## src/rtl/nn_timestep_scheduler.sv

```systemverilog
// ---------------------------------------------------------------------------
// nn_timestep_scheduler
//
// Runs the spiking neural-network core for a programmed number of discrete
// timesteps. The host pushes input spike vectors into a small FIFO. For each
// timestep the scheduler pops one vector, holds it on nn_input_spikes for
// STEP_CYCLES clocks, and ORs together every output spike seen during that
// window. At the end of the window each neuron that fired at least once has
// its saturating spike counter incremented.
//
// Ports:
//   clk, rst_n        clock, synchronous active-low reset
//   start             begin a run (only looked at while idle)
//   abort             return to idle from any state, keeping partial results
//   num_steps         number of timesteps in the run, latched on start
//   in_valid/in_ready/in_spikes
//                     host-side push interface into the vector FIFO
//   nn_clear          one-cycle pulse that clears core state at run start
//   nn_input_spikes   spike vector driven into the core (0 when not applying)
//   nn_output_spikes  spikes produced by the core
//   spike_count       per-neuron counts, neuron i at [i*COUNT_WIDTH +: COUNT_WIDTH]
//   step_idx          timesteps completed in the current/last run
//   busy              high whenever a run is in progress
//   stall             high while waiting for the host to supply a vector
//   done              one-cycle pulse when a run completes normally
// ---------------------------------------------------------------------------
module nn_timestep_scheduler #(
    parameter int NUM_NEURONS = 4,
    parameter int FIFO_DEPTH  = 8,
    parameter int STEP_CYCLES = 4,
    parameter int COUNT_WIDTH = 8,
    parameter int STEPS_WIDTH = 16
) (
    input  logic                               clk,
    input  logic                               rst_n,
    input  logic                               start,
    input  logic                               abort,
    input  logic [STEPS_WIDTH-1:0]             num_steps,
    input  logic                               in_valid,
    input  logic [NUM_NEURONS-1:0]             in_spikes,
    output logic                               in_ready,
    output logic                               nn_clear,
    output logic [NUM_NEURONS-1:0]             nn_input_spikes,
    input  logic [NUM_NEURONS-1:0]             nn_output_spikes,
    output logic [NUM_NEURONS*COUNT_WIDTH-1:0] spike_count,
    output logic [STEPS_WIDTH-1:0]             step_idx,
    output logic                               busy,
    output logic                               stall,
    output logic                               done
);

    localparam int PTR_W   = (FIFO_DEPTH > 1) ? $clog2(FIFO_DEPTH) : 1;
    localparam int CNT_W   = PTR_W + 1;
    localparam int PHASE_W = (STEP_CYCLES > 1) ? $clog2(STEP_CYCLES) : 1;

    localparam logic [2:0] S_IDLE  = 3'd0;
    localparam logic [2:0] S_CLEAR = 3'd1;
    localparam logic [2:0] S_FETCH = 3'd2;
    localparam logic [2:0] S_APPLY = 3'd3;
    localparam logic [2:0] S_DONE  = 3'd4;

    localparam logic [COUNT_WIDTH-1:0] COUNT_MAX = '1;

    logic [2:0]             state;
    logic [2:0]             state_next;

    logic [NUM_NEURONS-1:0] fifo_mem [0:FIFO_DEPTH-1];
    logic [PTR_W-1:0]       wr_ptr;
    logic [PTR_W-1:0]       rd_ptr;
    logic [CNT_W-1:0]       fifo_count;
    logic                   fifo_full;
    logic                   fifo_empty;
    logic                   push;
    logic                   pop;

    logic [NUM_NEURONS-1:0] hold;
    logic [NUM_NEURONS-1:0] accum;
    logic [NUM_NEURONS-1:0] step_sample;
    logic [PHASE_W-1:0]     phase;
    logic                   last_phase;
    logic [STEPS_WIDTH-1:0] num_steps_lat;
    logic [STEPS_WIDTH-1:0] step_next;
    logic [COUNT_WIDTH-1:0] cnt [0:NUM_NEURONS-1];

    // FIFO status and handshakes. A vector only leaves the FIFO on the
    // FETCH->APPLY transition, and an abort in FETCH must leave it in place.
    assign fifo_full  = (fifo_count == CNT_W'(FIFO_DEPTH));
    assign fifo_empty = (fifo_count == '0);
    assign in_ready   = !fifo_full;
    assign push       = in_valid && !fifo_full;
    assign pop        = (state == S_FETCH) && !fifo_empty && !abort;

    // The last cycle of a timestep counts the sample arriving on that same
    // cycle as well as everything accumulated so far.
    assign last_phase  = (phase == PHASE_W'(STEP_CYCLES - 1));
    assign step_sample = accum | nn_output_spikes;
    assign step_next   = step_idx + STEPS_WIDTH'(1);

    // Outputs are pure decodes of registered state so the core and host
    // never see combinational paths from our inputs.
    assign busy            = (state != S_IDLE);
    assign nn_clear        = (state == S_CLEAR);
    assign done            = (state == S_DONE);
    assign stall           = (state == S_FETCH) && fifo_empty;
    assign nn_input_spikes = (state == S_APPLY) ? hold : '0;

    for (genvar g = 0; g < NUM_NEURONS; g++) begin : g_count_out
        assign spike_count[g*COUNT_WIDTH +: COUNT_WIDTH] = cnt[g];
    end

    // Next-state decode; abort overrides everything and drops straight to
    // idle, which also makes abort win over a simultaneous start.
    always_comb begin
        state_next = state;
        if (abort) begin
            state_next = S_IDLE;
        end else begin
            case (state)
                S_IDLE:  if (start) state_next = S_CLEAR;
                S_CLEAR: state_next = (num_steps_lat == '0) ? S_DONE : S_FETCH;
                S_FETCH: if (!fifo_empty) state_next = S_APPLY;
                S_APPLY: begin
                    if (last_phase) begin
                        state_next = (step_next == num_steps_lat) ? S_DONE : S_FETCH;
                    end
                end
                S_DONE:  state_next = S_IDLE;
                default: state_next = S_IDLE;
            endcase
        end
    end

    always_ff @(posedge clk) begin
        if (!rst_n) begin
            state <= S_IDLE;
        end else begin
            state <= state_next;
        end
    end

    // FIFO storage needs no reset: emptiness is tracked by the count alone.
    always_ff @(posedge clk) begin
        if (push) begin
            fifo_mem[wr_ptr] <= in_spikes;
        end
    end

    // FIFO pointers wrap naturally because the depth is a power of two.
    always_ff @(posedge clk) begin
        if (!rst_n) begin
            wr_ptr     <= '0;
            rd_ptr     <= '0;
            fifo_count <= '0;
        end else begin
            if (push) begin
                wr_ptr <= wr_ptr + PTR_W'(1);
            end
            if (pop) begin
                rd_ptr <= rd_ptr + PTR_W'(1);
            end
            case ({push, pop})
                2'b10:   fifo_count <= fifo_count + CNT_W'(1);
                2'b01:   fifo_count <= fifo_count - CNT_W'(1);
                default: fifo_count <= fifo_count;
            endcase
        end
    end

    // Run datapath: latch the step count, clear results at run start, load a
    // vector per timestep, accumulate output spikes and bump the counters.
    // On abort the popped vector is dropped but counts and step_idx remain
    // so the host can read the partial run.
    always_ff @(posedge clk) begin
        if (!rst_n) begin
            num_steps_lat <= '0;
            hold          <= '0;
            accum         <= '0;
            phase         <= '0;
            step_idx      <= '0;
            for (int i = 0; i < NUM_NEURONS; i++) begin
                cnt[i] <= '0;
            end
        end else if (abort) begin
            hold <= '0;
        end else begin
            case (state)
                S_IDLE: begin
                    if (start) begin
                        num_steps_lat <= num_steps;
                    end
                end
                S_CLEAR: begin
                    step_idx <= '0;
                    accum    <= '0;
                    for (int i = 0; i < NUM_NEURONS; i++) begin
                        cnt[i] <= '0;
                    end
                end
                S_FETCH: begin
                    if (!fifo_empty) begin
                        hold  <= fifo_mem[rd_ptr];
                        phase <= '0;
                        accum <= '0;
                    end
                end
                S_APPLY: begin
                    accum <= step_sample;
                    phase <= phase + PHASE_W'(1);
                    if (last_phase) begin
                        step_idx <= step_next;
                        for (int i = 0; i < NUM_NEURONS; i++) begin
                            if (step_sample[i] && (cnt[i] != COUNT_MAX)) begin
                                cnt[i] <= cnt[i] + COUNT_WIDTH'(1);
                            end
                        end
                    end
                end
                default: begin
                end
            endcase
        end
    end

endmodule

```

## config.mk

```make
export PLATFORM = sky130hd
export DESIGN_NAME = nn_timestep_scheduler
export DESIGN_NICKNAME = d
export VERILOG_FILES = /design/src/rtl/nn_timestep_scheduler.sv
export SDC_FILE = /design/constraint.sdc
export NUM_CORES = 1
export LEC_CHECK = 0
export ABC_AREA = 1
export CAP_MARGIN = 10
export CORE_AREA = 2 2 116 146
export CTS_BUF_LIST = sky130_fd_sc_hd__clkbuf_8
export DETAILED_ROUTE_END_ITERATION = 6
export DIE_AREA = 0 0 118 148
export PLACE_DENSITY = 0.61
export SKIP_CTS_REPAIR_TIMING = 1
export SLEW_MARGIN = 20
export SYNTH_ARGS = -nofsm -noshare
export SYNTH_HDL_FRONTEND = slang
export SYNTH_SLANG_ARGS = --single-unit
```

## constraint.sdc

```tcl
create_clock -name clk -period 6.5 [get_ports clk]
set_clock_uncertainty 0.2 [all_clocks]
set_input_delay 1.3 -clock clk [delete_from_list [all_inputs] [get_ports clk]]
set_output_delay 1.3 -clock clk [all_outputs]
set_load 0.03 [all_outputs]
```

==> impl_metrics.ini, run 1 <==
[run_status]
status = finished, final reports clean

[floorplanning]
start_util = 0.373
dieArea_um2 = 17500
fp.dieH_um = 148
core.rowCount = 52
die_w_um = 118
core_area_um2 = 16100
io_pins = 86

[power]
leakagePower_nw = 2.74
powerDensity_nw_per_um2 = 216
ir_worst_vdd_uv = 176

[clock_network]
cts.root.buffer_cell = clkbuf_8
cts_buffers = 17
htreeDepth = 4
clkTransAtPathRegs_ns = 0.08
cts_tree = yes
clock_latency_ns = 0.45
clockBufferDepth = 2
cts.sinks = 119

[sta]
timing.final.crit_share = 0.608
rsz0062_at_grt = no
max_freq_mhz = 253
hold_viol_final = 0
final.setup.tns_ns = 0
min_period_ns = 3.95
setup_viol = 0
worst_slack_ns = 2.55
report.final.slew_viol_count = 0
tightest_slew_ns = 0.691
slew_headroom = 0.538

[synthesis]
synthMuxAreaShare = 0.0100
netlist.area_leader.share = 0.281
synthSimpleGateAreaFrac = 0.256
synth_commonest_cells = 127 x nand2_1, 99 x nor2_1, 88 x inv_1
synthTopCellsByArea = edfxtp_1 28%, dfxtp_1 21%, nand2_1 8.0%, nor2_1 6.2%, inv_1 5.5%
synth_edf_count = 56
synth_top_family_by_area = simple AND/OR/NAND/NOR gates
yosys_warnings = 0
synth_top_area_cell = edfxtp_1
ys_types = 46
async_flop_share = 0
synth-compound-area-share = 0.123
mappedNetlistArea_um2 = 5990
synth-adder-area-share = 0.0263
syn_nets = 761
syn_area_per_cell_um2 = 8.32
synth_ff_type = dfxtp_1
synth-seq-cells = 119
syn-instance-count = 720
seq_area_frac_synth = 0.491
synthXorXnorAreaFrac = 0.0238
synth_most_common_cell = nand2_1

[placed_design]
dpl.hpwl_um = 10300
dpl_worst_slack_ns = 2.42
place_congestion = 0.806
dpl-instance-area_um2 = 7050
port-buffer-count = 85

[critical_path]
timing.rr.start = state[1]
crit_path_start_kind = register
critical_path_class = reg -> out
reg2reg_depth = 18
worstReg2RegEnd = fifo_count[3]
critPathArrivalTime_ns = 2.45
required_ns = 5.00
rrSetupSlack_ns = 3.53
path_max_fanout = 4
cp-end-kind = output port

[hold_path]
hold_start = hold[1]
holdPathEnd = hold[1]
hp-class = reg -> reg
hold_depth = 2

[global_route]
antenna_found_initial = 0
grt_pass1_wl_um = 22600
track_usage = 0.163
grt_pass1_vias = 4702
grt.overflow.total = 0
grt_max_degree = 33

[layout]
syn_to_final_growth_pct = 24.1
layout-drive-gt1-share = 0.0887
fin_util = 0.462
diodes = 0
finalNetCount = 851
fin_area_um2 = 7430

[flow_run]
cap_violations = 0

[detailed_routing]
firstDrtPassIters = 4
routedWlPerCell_um = 13.3
postRouteAntennaNets = 0
routed_via_density = 4.79
num_vias = 4982
drcViolationCount = 0
routed_wirelength_um = 13800
initialDrtViolationCount = 216
## routing by layer
layer	vias to the layer above	share of wire	track usage
li1	2591	-	-
met1	2291	0.45	0.195
met2	84	0.50	0.287
met3	16	0.037	0.0359
met4	0	0.017	0.0633
met5	-	0	0
## final cells by class
| class | count | area [um^2] |
|---|---|---|
| Multi-Input combinational cell | 493 | 2640 |
| Inverter | 93 | 349 |
| Clock inverter | 15 | 141 |
| Timing Repair Buffer | 86 | 858 |
| Tap cell | 216 | 270 |
| Fill cell | 1619 | 8640 |
| Clock buffer | 17 | 234 |
| Sequential cell | 119 | 2940 |
## how the worst max path moves through the flow
stage	startpoint	endpoint	slack, ns
after detailed placement	rst_n	cnt[0][2]	2.42
after global placement	rst_n	cnt[0][2]	2.47
final	state[1]	stall	2.55
after floorplan	in_valid	fifo_count[3]	3.52
after CTS	state[1]	stall	2.55
after global routing	state[1]	stall	2.44
## state kept, by name (all words and copies together), names as in the netlist
name           count
rd_ptr             3
fifo_mem          32
fifo_count         4
num_steps_lat     16
state              3
wr_ptr             3
hold               4
accum              4
cnt               32
phase              2
step_idx          16
## cells by family after synthesis
logic type / after synthesis
muxes: 6
AOI/OAI and AO/OA: 131
DFF: 119
xor gates and xnor gates: 13
adders and majority gates: 12
buffers and inverters: 108
and+or+nand+nor: 331
## where the power goes
| group | leakage, nW | switching [W] | internal, W |
|---|---|---|---|
| sequential | 1.05 | 0.0000150 | 0.000806 |
| combinational | 1.50 | 0.0000845 | 0.0000551 |
| clock | 0.190 | 0.000334 | 0.000310 |
## worst max-delay path, cell delays in order, from the launching register on
cell and delay, ns:
dfxtp_1 0.40, inv_2 0.06, nor2_4 0.10, inv_1 0.06, nor2_1 0.17, inv_2 0.07, nor2_1 0.37, clkdlybuf4s50_1 0.76
## per-stage QoR
step	total power, W	instances	hold WS, ns
2_1_floorplan	0.000920	720	0.244
3_3_place_gp	0.000978	1007	0.262
3_5_place_dp	0.000979	1007	0.262
4_1_cts	0.00162	1039	0.272
5_1_grt	0.00168	1039	0.299
6_report	0.00161	1039	0.268
## cells in the final DEF (no fill, tap or decap), types with 5 or more instances in the layout
cell,count
a21oi_1,58
clkbuf_8,17
clkdlybuf4s50_1,85
dfxtp_1,63
edfxtp_1,56
ha_1,11
inv_1,88
inv_6,7
mux2i_1,6
nand2_1,127
nand2_2,5
nand3_1,45
nand3_2,7
nand4_1,11
nor2_1,99
nor2_2,8
nor2_4,8
nor3_1,8
nor3b_1,5
o21ai_0,46
o221ai_1,6
xor2_1,7
Note: power is estimated with default switching activity, not from simulation.
==> run 2: changes to the inputs <==
Clock period 6.5 ns to 3.7 ns, I/O delays scaled along.
==> run 2 against run 1 <==
  * Combinational power up 76%
  * Core utilization unchanged
  * Worst setup slack worse by 2.2 ns
  * Die area stayed put
  * Sequential power grew 75%
  * Worst hold slack improved by 0.0065 ns
  * Wire length grew 0.15%
  * Flip-flop and latch count unchanged
  * Cell count up 0.29%
  * Critical path depth unchanged
  * Register-to-register slack lost 2.8 ns
==> impl_metrics.ini, run 2 (same netlist as run 1, synthesis figures left out) <==
[clock_network]
cts.root.buffer_cell = clkbuf_8
cts.sinks = 119
clockBufferDepth = 2
clkTransAtPathRegs_ns = 0.07
clock_latency_ns = 0.44
cts_tree = yes
htreeDepth = 4
cts_buffers = 17

[sta]
rsz0062_at_grt = no
tightest_slew_ns = 0.578
slew_headroom = 0.612
min_period_ns = 3.33
hold_viol_final = 0
timing.final.crit_share = 0.901
final.setup.tns_ns = 0
whs_ns = 0.274
report.final.slew_viol_count = 0
max_freq_mhz = 300
setup_viol = 0

[critical_path]
crit_path_start_kind = register
crit_slowest_cell = clkdlybuf4s50_1
crit_family = buffers and inverters
critical_path_class = reg -> out
critPathArrivalTime_ns = 2.39
required_ns = 2.76
cpPeakStageDelay_ns = 0.78
path_max_fanout = 4
cp-end-kind = output port
crit_buf_inv = 4
path_cells = inv_2 -> nor2_4 -> inv_1 -> nor2_1 -> inv_2 -> nor2_1 -> clkdlybuf4s50_1

[global_route]
use_met1 = 0.201
track_usage = 0.166
grt_util_met3 = 0.0386
antenna_found_initial = 0
grt.overflow.total = 0
grt_max_degree = 33
grt_use_met2 = 0.283
grt_pass1_vias = 4754
grt_pass1_wl_um = 23000
grt_busiest_layer = met2

[power]
leakagePower_nw = 2.74
powerDensity_nw_per_um2 = 370
ir_worst_vdd_uv = 311

[detailed_routing]
routed_wirelength_um = 13800
num_vias = 4966
drcViolationCount = 0
firstDrtPassIters = 4
routed_via_density = 4.77
routedWlPerCell_um = 13.3
initialDrtViolationCount = 260
postRouteAntennaNets = 0

[layout]
layout-drive-gt1-share = 0.0896
final_common_cell = nand2_1
syn_to_final_growth_pct = 24.1
finalNetCount = 854
diodes = 0
top_regs = cnt: 32 flops, fifo_mem: 32 flops
final_cell_mix = 127 x nand2_1, 99 x nor2_1, 89 x inv_1

[placed_design]
place_congestion = 0.814
port-buffer-count = 85
dpl.hpwl_um = 10300

[floorplanning]
dieArea_um2 = 17500
core.rowCount = 52
die_w_um = 118
start_util = 0.373
io_pins = 86
core_area_um2 = 16100
fp.dieH_um = 148

[run_status]
status = finished, final reports clean

[hold_path]
hp-class = reg -> reg

[flow_run]
cap_violations = 0
-- run 2: cell count changes in the layout (fill, tap and decap cells not counted), moves of 2 or more --
cell / before / now
clkinv_2: 3 / 1
buf_4: 1 / 4
clkinv_4: 1 / 5
inv_6: 7 / 3
-- run 2: routing by layer --
metal	routed length, um	up-vias
li1	-	2600
met1	6210	2245
met2	6750	106
met3	615	15
met4	244	0
met5	0	-
-- run 2: worst paths after layout --
| kind | start | depth (start not counted) | endpoint | slack, ns |
|---|---|---|---|---|
| max | state[1] | 7 | stall | 0.37 |
| min | hold[1] | 2 | hold[1] | 0.27 |
| max reg2reg | state[1] | 18 | fifo_count[3] | 0.78 |
| min reg2reg | hold[1] | 2 | hold[1] | 0.27 |
-- run 2: power breakdown --
part           switching [W]  internal (W)
clock               0.000585      0.000476
combinational       0.000148     0.0000982
sequential         0.0000266       0.00142
total               0.000760       0.00199
-- run 2: worst min-delay path, stage by stage (launching register included) --
cell     delay [ns]
dfxtp_1        0.32
nand2_1        0.06
a21oi_1        0.05
-- run 2: area by class of cell --
cell class                 instances  area, um^2
clock buffer                      17         234
tap                              216         270
timing repair buffer              89         881
multi-input combinational        493        2630
sequential                       119        2940
fill                            1580        8640
inverter                          93         349
clock inverter                    15         124
-- run 2: metrics by stage --
step | utilization | setup slack [ns] | instances | power (W) | area (um^2)
floorplan | - | 1.12 | 720 | 0.00162 | 5990
global placement | 0.440 | 0.667 | 1010 | 0.00172 | 7070
detailed placement | 0.440 | 0.613 | 1010 | 0.00172 | 7070
CTS | 0.462 | 0.339 | 1042 | 0.00279 | 7430
global route | 0.462 | 0.133 | 1042 | 0.00289 | 7430
finish | 0.462 | 0.368 | 1042 | 0.00275 | 7430
